<file path="src/rtl/quiz_score_counter_if.sv">
// Button inputs and score/round status outputs of the quiz score counter.
interface quiz_score_counter_if;
   logic       start;
   logic       answer_valid;
   logic       answer_correct;
   logic [6:0] score;
   logic [3:0] q_index;
   logic       busy;
   logic       done;

   modport master (
      output start, answer_valid, answer_correct,
      input  score, q_index, busy, done
   );

   modport slave (
      input  start, answer_valid, answer_correct,
      output score, q_index, busy, done
   );
endinterface

</file>
<file path="src/rtl/quiz_score_counter.sv">
// Quiz round controller: synchronises the push-buttons, counts answers in a
// fixed-length round and accumulates a saturating score.
module quiz_score_counter #(
   parameter int NUM_Q     = 10,
   parameter int POINTS    = 10,
   parameter int MAX_SCORE = 100
) (
   input logic                  clk,
   input logic                  nRST,
   quiz_score_counter_if.slave  bus
);

   localparam logic [1:0] IDLE = 2'd0;
   localparam logic [1:0] PLAY = 2'd1;
   localparam logic [1:0] DONE = 2'd2;

   localparam logic [7:0] PTS8  = 8'(POINTS);
   localparam logic [7:0] MAX8  = 8'(MAX_SCORE);
   localparam logic [3:0] LASTQ = 4'(NUM_Q);

   logic [2:0] start_sync_q, start_sync_d;
   logic [2:0] ans_sync_q,   ans_sync_d;
   logic [1:0] corr_sync_q,  corr_sync_d;
   logic [1:0] state_q,      state_d;
   logic [6:0] score_q,      score_d;
   logic [3:0] q_index_q,    q_index_d;
   logic       busy_q,       busy_d;
   logic       done_q,       done_d;

   logic       start_p;
   logic       ans_p;
   logic       correct;
   logic [7:0] sum;
   logic [3:0] q_next;

   // [0]=s1, [1]=s2, [2]=edge-detect flop
   assign start_sync_d = {start_sync_q[1:0], bus.start};
   assign ans_sync_d   = {ans_sync_q[1:0],   bus.answer_valid};
   assign corr_sync_d  = {corr_sync_q[0],    bus.answer_correct};

   assign start_p = start_sync_q[1] & ~start_sync_q[2];
   assign ans_p   = ans_sync_q[1]   & ~ans_sync_q[2];
   assign correct = corr_sync_q[1];

   // 8-bit sum so the ceiling compare never sees a 7-bit wrap
   assign sum    = {1'b0, score_q} + PTS8;
   assign q_next = q_index_q + 4'd1;

   always_comb begin
      state_d   = state_q;
      score_d   = score_q;
      q_index_d = q_index_q;
      case (state_q)
         IDLE: begin
            if (start_p) begin
               score_d   = '0;
               q_index_d = '0;
               state_d   = PLAY;
            end
         end
         PLAY: begin
            if (start_p) begin
               score_d   = '0;
               q_index_d = '0;
            end else if (ans_p) begin
               q_index_d = q_next;
               if (correct) begin
                  score_d = (sum > MAX8) ? MAX8[6:0] : sum[6:0];
               end
               if (q_next == LASTQ) begin
                  state_d = DONE;
               end
            end
         end
         DONE: begin
            if (start_p) begin
               score_d   = '0;
               q_index_d = '0;
               state_d   = PLAY;
            end
         end
         default: state_d = IDLE;
      endcase
      busy_d = (state_d == PLAY);
      done_d = (state_d == DONE);
   end

   always_ff @(posedge clk or negedge nRST) begin
      if (!nRST) begin
         start_sync_q <= '0;
         ans_sync_q   <= '0;
         corr_sync_q  <= '0;
         state_q      <= IDLE;
         score_q      <= '0;
         q_index_q    <= '0;
         busy_q       <= 1'b0;
         done_q       <= 1'b0;
      end else begin
         start_sync_q <= start_sync_d;
         ans_sync_q   <= ans_sync_d;
         corr_sync_q  <= corr_sync_d;
         state_q      <= state_d;
         score_q      <= score_d;
         q_index_q    <= q_index_d;
         busy_q       <= busy_d;
         done_q       <= done_d;
      end
   end

   assign bus.score   = score_q;
   assign bus.q_index = q_index_q;
   assign bus.busy    = busy_q;
   assign bus.done    = done_q;

endmodule

</file>
<file path="src/flat_wrapper.sv">
// flat-port wrapper written by rule: the top's interface ports become plain ports
module quiz_score_counter_flat 
#(
   parameter int NUM_Q     = 10,
   parameter int POINTS    = 10,
   parameter int MAX_SCORE = 100
)
  (clk, nRST, bus_start, bus_answer_valid, bus_answer_correct, bus_score, bus_q_index, bus_busy, bus_done);
  quiz_score_counter_if bus_i ();
  input logic clk;
  input logic nRST;
  input wire logic [$bits(bus_i.start)-1:0] bus_start;
  input wire logic [$bits(bus_i.answer_valid)-1:0] bus_answer_valid;
  input wire logic [$bits(bus_i.answer_correct)-1:0] bus_answer_correct;
  output wire logic [$bits(bus_i.score)-1:0] bus_score;
  output wire logic [$bits(bus_i.q_index)-1:0] bus_q_index;
  output wire logic [$bits(bus_i.busy)-1:0] bus_busy;
  output wire logic [$bits(bus_i.done)-1:0] bus_done;
  assign bus_i.start = bus_start;
  assign bus_i.answer_valid = bus_answer_valid;
  assign bus_i.answer_correct = bus_answer_correct;
  assign bus_score = bus_i.score;
  assign bus_q_index = bus_i.q_index;
  assign bus_busy = bus_i.busy;
  assign bus_done = bus_i.done;
  quiz_score_counter #(.NUM_Q(NUM_Q), .POINTS(POINTS), .MAX_SCORE(MAX_SCORE)) u_core (.clk(clk), .nRST(nRST), .bus(bus_i));
endmodule
</file>
<file path="config.mk">
export PLATFORM = sky130hd
export DESIGN_NAME = quiz_score_counter_flat
export DESIGN_NICKNAME = d
export VERILOG_FILES = /design/src/rtl/quiz_score_counter_if.sv /design/src/rtl/quiz_score_counter.sv /design/src/flat_wrapper.sv
export SDC_FILE = /design/constraint.sdc
export NUM_CORES = 1
export LEC_CHECK = 0
export CORE_MARGIN = 2
export CORE_UTILIZATION = 54
export CTS_CLUSTER_DIAMETER = 200
export DETAILED_ROUTE_END_ITERATION = 10
export PLACE_DENSITY = 0.81
export RECOVER_POWER = 100
export SLEW_MARGIN = 20
export SYNTH_ARGS = -nofsm -noshare
export SYNTH_HDL_FRONTEND = slang
export SYNTH_SLANG_ARGS = --single-unit
</file>
<file path="constraint.sdc">
create_clock -name clk -period 3.4 [get_ports clk]
set_clock_uncertainty 0.2 [all_clocks]
set_input_delay 0.34 -clock clk [delete_from_list [all_inputs] [get_ports clk]]
set_output_delay 0.34 -clock clk [all_outputs]
set_load 0.01 [all_outputs]
</file>
==> flow_summary.toml <==
[status]
status = "finished, final reports clean"

[layout]
final_util = 0.668
final_nets = 128
drive_above_1_share = 0.0756
num_antenna_cells = 0
fill_cells = 165
area_delta_synth_final_pct = 17.9
finalNonFillerCells = 146

[global_route]
antenna_found_initial = 0
grt_overflow = 0
track_usage = 0.182
grt_max_degree = 23
grt_pass1_wl_um = 3420
grt_pass1_vias = 740

[worst_setup_path]
end_kind = "register"
cp_cell_sequence = "nor2b_1 -> nor3_1 -> o21ai_0 -> a21oi_1"
slowest_delay_ns = 0.74
r2r_start = "u_core.start_sync_q[1]$_DFF_PN0_"
critical_path.top_delay_family = "simple AND/OR/NAND/NOR gates"
arrival_ns = 2.09
cp-startpoint = "u_core.start_sync_q[1]$_DFF_PN0_"
crit_fanout = 10
cp.required_ns = 3.43
critPathSlowestCell = "nor3_1"
cp-start-kind = "register"
criticalPathCategory = "register to register"
path_buf_inv = 0

[synth]
synth_warnings = 0
synthMuxAreaShare = 0
syn_inst = 101
synth_top_flop_cell = "dfrtp_1"
synth_cell_types = 39
synth_edf_count = 0
async_reset_ff_frac = 1.00
synth-simple-area-share = 0.220
synth_top_family_by_area = "simple AND/OR/NAND/NOR gates"
syn_area_per_cell_sq_um = 10.8
synth_compound_area_frac = 0.193
syn-num-nets = 109
ys_seq_elements = 22
synth_xor_area_frac = 0.0161
synth_adder_area_share = 0.0345
yosysSeqAreaShare = 0.506
synth_area_sq_um = 1090

[pwr]
p_total_mw = 0.533
p_clk_frac = 0.265
max-vdd-ir-drop_uv = 257
power.switching_mw = 0.146
p_comb_frac = 0.164
pwr-share-seq = 0.572
swShare = 0.274
p_int_mw = 0.387
power.leakage_nw = 0.582
p_per_area_nw_per_um2 = 415

[drt]
drtIter0Drc = 21
wirelength_um = 1950
dr.pass1.iters = 6
route.detailed.drc = 0
vias_per_cell = 5.69
vias = 831
drtAntennaViolNets = 0
wl_per_cell_um = 13.4

[sta]
hold_viol_final = 0
relSlewSlack = 0.238
rsz0062_at_grt = "false"
max_freq_ghz = 0.485
setup_viol = 0
holdWs_ns = 0.162
worst_pin_slew_ns = 1.14
fin_setup_tns_ns = 0
fin_crit_sh = 0.607
drv_slew = 0
period_needed_ns = 2.06

[clock_network]
clkTransAtPathRegs_ns = 0.12
cts_hold_buf = 0
root_buffer = "clkbuf_4"
cts_num_sinks = 22
h-tree-depth = 1
cts_tree = "built"
postCtsSetupBuffers = 0
cts_buffers = 3
cts_resized = 0
insertion_delay_ns = 0.30
cts_buffer_depth = 2

[floorplanning]
die_w_um = 48.9
die_area_sq_um = 2390
row_count = 16
die_h_um = 48.9
io_pins = 18
core_area_sq_um = 1920
initial_core_util = 0.566

[placement]
dpl.hpwl_um = 1410
port_buffers = 16
gp_congestion = 0.784
dp.cells = 141

[worst_hold_path]
min_path_type = "register to register"
holdCritStartpoint = "u_core.corr_sync_q[0]$_DFF_PN0_"

[run]
max_cap_viol_count = 0
-- cells in the final DEF, fill, tap and decap left out, drive strengths merged, types with 3 or more instances in the layout --
cell	Yosys	layout
a21o	3	3
ha	3	3
clkbuf	1	5
a22o	3	3
o21ai	14	14
nand2b	5	5
nand3	3	3
dlygate4sd3	0	16
dfrtp	22	22
nor3b	3	3
nand2	13	13
-- cells by family after synthesis --
logic type | count (synthesis)
AND/OR/NAND/NOR | 37
AO/OA/AOI/OAI | 31
flip-flops | 22
buffers and inverters | 5
adder cells (fa/ha/maj) | 3
XOR/XNOR | 2
other | 1
-- area by class of cell --
class                           count  area (sq um)  area share
Timing Repair Buffer               17           164       0.128
Sequential cell                    22           551       0.429
Tap cell                           27          33.8      0.0263
Clock buffer                        4          36.3      0.0283
Multi-Input combinational cell     74           492       0.383
Inverter                            2          7.51     0.00585
-- power groups by stage --
stage               logic, mW  registers [mW]  clock network, mW
finish                 0.0873           0.305              0.141
global route           0.0970           0.310              0.157
CTS                    0.0950           0.306              0.147
detailed placement     0.0945           0.311                  0
global placement       0.0909           0.309                  0
floorplan              0.0499           0.310                  0
-- final timing paths --
check / end / slack, ns / cells after the start
hold reg to reg: u_core.corr_sync_q[1]$_DFF_PN0_ / 0.16 / 0
hold / removal: u_core.corr_sync_q[1]$_DFF_PN0_ / 0.16 / 0
setup / recovery: u_core.bus.score[6]$_DFFE_PN0P_ / 1.34 / 4
min in group asynchronous: u_core.bus.q_index[3]$_DFFE_PN0P_ / 0.57 / 2
max in group asynchronous: u_core.bus.score[2]$_DFFE_PN0P_ / 1.75 / 2
setup reg to reg: u_core.bus.score[6]$_DFFE_PN0P_ / 1.34 / 4
-- stage by stage --
stage	area, sq um	setup WS, ns
global route	1280	1.09
floorplan	1090	1.58
detailed placement	1260	1.43
finish	1280	1.34
CTS	1300	1.41
global placement	1260	1.49
-- synthesized netlist by cell type, drive strengths merged, types with 2 or more instances --
cell type	number	area (sq um)
nor2	2	7.51
o21ai	14	70.1
xor2	2	17.5
a21oi	2	10.0
nand3	3	15.0
dfrtp	22	551
inv	2	7.51
nand2b	5	38.8
a21o	3	22.5
a22o	3	28.8
buf	2	18.8
ha	3	37.5
nor3b	3	27.5
nand3b	2	15.0
nor2b	2	20.0
nor4b	2	17.5
nand2	13	48.8
-- routing by layer --
layer | GRT usage | wire length, um | vias up
li1 | - | - | 402
met1 | 0.272 | 953 | 410
met2 | 0.279 | 928 | 19
met3 | 0.0307 | 70 | 0
met4 | 0.0429 | 0 | 0
met5 | 0 | 0 | -
-- state kept, by name, summed over array words and instances (netlist names) --
signal,flops
u_core.corr_sync_q,2
u_core.bus.q_index,4
u_core.ans_sync_q,3
u_core.bus.busy,1
u_core.state_q,2
u_core.start_sync_q,3
u_core.bus.score,6
u_core.bus.done,1
Power figures use the tool's default switching activity.
==> patch 1, RTL diff (same settings) <==
Reset style: synchronous (`nRST`), changed in one clocked block.
--- a/src/rtl/quiz_score_counter.sv
+++ b/src/rtl/quiz_score_counter.sv
@@ -86,5 +86,5 @@
    end
 
-   always_ff @(posedge clk or negedge nRST) begin
+   always_ff @(posedge clk) begin
       if (!nRST) begin
          start_sync_q <= '0;
Formal check against the unedited RTL: differs if nRST is asserted again (counterexample within 4 cycles, from zero or initial values and one cycle with nRST low); with nRST held inactive, the same outputs for 10 cycles.
==> patch 1 against the unedited design <==
Cell area grew 0.29%. Routed wire length is 2.4% higher. Synthesized cell count up 25%. Highest routed layer is now met4. Sequential share of layout area fell by 8.7 points. Register-to-register slack improved by 0.02 ns. Area after synthesis shrank 2.4%. Critical path depth down 3. Sequential cell count is the same. Worst setup slack lost 0.0075 ns. Count of clock-buffer cells in the layout shrank 1.
Power is not compared: it rests on default switching activity, and its combinational part moved more than twofold at a synthesized area within 25%.
==> patch 1: results <==
[outcome]
outcome = finished, final reports clean

[layout]
n_fill_cell = 169
largest_reg_flops = 6
drive_above_1_share_pct = 4.93
finalNetCount = 151
postLayoutCellArea_um2 = 1290
stdcell_count = 169

[clocking]
cts_max_path_buffers = 2
path_clk_slew_ns = 0.12
cts_root_buf = clkbuf_4

[place]
hpwl_um = 1530
gp_congestion = 0.857
place_inst = 165
placed_cell_area_um2 = 1230
place_ws_ns = 1.35

[synth]
synth_seq_area_share_pct = 41.5
synth.avg_cell_area_um2 = 8.43
synth.area.top_cells = dfxtp_1, and2_1, nand2_1, a21oi_1, nor2_1
yosysWarnings = 0
synth_mux_area_share_pct = 0.942
synth_common_cells = dfxtp_1, nand2_1, nor2_1
synth_compound_area_share_pct = 19.3
syn_nets = 134
synth_xor_area_share_pct = 1.65
synthArstFlopShare_pct = 0
synthAdderAreaFrac_pct = 3.53
ys_types = 42

[grt]
grt_pass1_vias = 874
grt_pass1_wl_um = 3760
grt_max_degree = 16
grt_util_all_layers_pct = 19.7

[worst_hold_path]
hold_depth = 1
hp-class = flip-flop to flip-flop

[worst_setup_path]
cpPeakStageDelay_ns = 0.66
critPathArrivalTime_ns = 1.53
r2r_slack_ns = 1.36
slowest_stage = dlygate4sd3_1
rr_worst_depth = 6
cp_top_family = buffers and inverters

[route]
dr_total_vias = 948
drt_iter0_drc = 17
firstDrtPassIters = 4
drt_wl_total_um = 2000

[timing]
fmax_ghz = 0.483
whs_ns = 0.256

[power]
p_leak_nw = 0.491
power.total_mw = 0.483
swShare_pct = 18.9
patch 1: per-layer routing:
layer | share of wire [%] | track usage (%)
met5 | 0 | 0
met4 | 0.90 | 4.76
met3 | 6.8 | 5.25
met2 | 47 | 31.7
met1 | 45 | 26.4
patch 1: layout make-up:
class	instances	share of cell area [%]
well taps	27	2.62
clock buffers	3	1.75
clock inverters	1	2.33
repair buffers	16	12.4
flip-flops and latches	22	34.2
inverters	5	1.46
multi-input cells	95	45.2
patch 1: path summary, 6_finish.rpt:
check | to | startpoint
min | u_core.ans_sync_q[1] | u_core.ans_sync_q[0]
max | bus_score[4] | u_core.bus.score[4]
max reg2reg | u_core.bus.done | u_core.bus.q_index[0]
min reg2reg | u_core.ans_sync_q[1] | u_core.ans_sync_q[0]
==> patch 2, RTL diff (config.mk and constraints unchanged) <==
Made on the original files. `MAX_SCORE` is set to 100 in 2 places; all go to 64.
--- a/src/rtl/quiz_score_counter.sv
+++ b/src/rtl/quiz_score_counter.sv
@@ -4,5 +4,5 @@
    parameter int NUM_Q     = 10,
    parameter int POINTS    = 10,
-   parameter int MAX_SCORE = 100
+   parameter int MAX_SCORE = 64
 ) (
    input logic                  clk,
--- a/src/flat_wrapper.sv
+++ b/src/flat_wrapper.sv
@@ -4,5 +4,5 @@
    parameter int NUM_Q     = 10,
    parameter int POINTS    = 10,
-   parameter int MAX_SCORE = 100
+   parameter int MAX_SCORE = 64
 )
   (clk, nRST, bus_start, bus_answer_valid, bus_answer_correct, bus_score, bus_q_index, bus_busy, bus_done);
Check against the original RTL: same outputs for any inputs over 10 cycles, from zero or initial values and one cycle with nRST low; that may be too few to reach the edited logic, so the function may still have changed.
==> patch 2 against the unedited design <==
Worst hold slack improved by 0.0042 ns. Sequential power increased by 7.2%. Routed wire length shrank 11%. Sequential cell count unchanged. Die area shrank 2.4%. Highest routed layer is now met4. Sequential share of layout area is 0.98 points higher. Total power grew 20%. Worst setup slack worse by 0.39 ns. Cell area down 2.2%. Area after synthesis down 2.6%.
==> patch 2: results <==
[outcome]
outcome = finished, final reports clean

[grt]
grt_pass1_wl_um = 3050
grtUsageMet1_pct = 21.2
grt_pass1_vias = 672
grt.met3_usage_pct = 4.94
grt_util_all_layers_pct = 17.0
use_met2_pct = 28.5

[worst_hold_path]
hold_start = u_core.start_sync_q[0]
hold_end = u_core.start_sync_q[1]

[worst_setup_path]
endpoint = u_core.bus.score[1]
regToRegStartpoint = u_core.state_q[0]
cp_max_fo = 9
cpPeakStageDelay_ns = 0.95
r2r_slack_ns = 0.94
critPathArrivalTime_ns = 2.48

[synth]
ys_types = 33
synthArstFlopShare_pct = 100
synth_xor_area_share_pct = 0.826
yosysWarnings = 0
synth.area.top_cells = dfrtp_1, o21ai_0, o211ai_1, ha_1, nand2_1
synthAdderAreaFrac_pct = 3.54
syn_nets = 105
synth_common_cells = dfrtp_1, nand2_1, o21ai_0
synth_compound_area_share_pct = 19.0

[power]
p_leak_nw = 0.544
ir_drop_v = 0.000348

[route]
firstDrtPassIters = 4
dr_total_vias = 757
drt_iter0_drc = 18

[place]
hpwl_um = 1270
portBuffers = 16

[layout]
drive_above_1_share_pct = 6.14
finalNetCount = 123

[timing]
worst_slew_pin_slew_ns = 1.13

[clocking]
insertion_delay_ns = 0.30
[patch 2: changes by cell type in the layout (fill, tap and decap cells not counted), sizes merged, moves of 2 or more]
cell,change
a21o,-3
a22oi,+2
clkbuf,-2
inv,+3
nand2,-3
nand2b,-3
nor2,+3
nor3b,-2
o211ai,+5
o21ai,-2
o2bb2ai,+2
[patch 2: layout make-up]
type                            count  area (um^2)  area share [%]
Sequential cell                    22          551            43.9
Clock inverter                      1         30.0            2.39
Timing Repair Buffer               16          160            12.8
Inverter                            5         18.8            1.50
Clock buffer                        3         22.5            1.79
Tap cell                           27         33.8            2.69
Multi-Input combinational cell     67          439            35.0
[patch 2: through the flow]
stage | setup WS (ns) | std cells | cell area, um^2 | hold slack (ns) | util [%]
global route | 0.795 | 141 | 1250 | 0.174 | 66.0
floorplan | 1.69 | 97 | 1060 | -0.156 | -
CTS | 1.48 | 141 | 1280 | 0.171 | 67.4
detailed placement | 1.62 | 137 | 1230 | 0.144 | 64.7
global placement | 1.68 | 137 | 1230 | 0.132 | 64.7
finish | 0.942 | 141 | 1250 | 0.166 | 66.0
[patch 2: power by group]
| group | total, mW | switching (mW) | internal, mW |
|---|---|---|---|
| registers | 0.327 | 0.0384 | 0.289 |
| clock network | 0.193 | 0.0734 | 0.119 |
| logic | 0.120 | 0.0607 | 0.0591 |
[patch 2: cells by family (layout without fill, tap and decap cells)]
| group | after synthesis | count (layout) |
|---|---|---|
| simple gates | 32 | 32 |
| buf+inv | 8 | 25 |
| other cells | 1 | 1 |
| flops | 22 | 22 |
| compound gates | 30 | 30 |
| fa+ha+maj | 3 | 3 |
| xor+xnor | 1 | 1 |
[patch 2: metal layers]
layer,wire [um],vias to the layer above
met4,23,0
met5,0,-
met3,80,2
met2,839,21
li1,-,382
met1,787,352
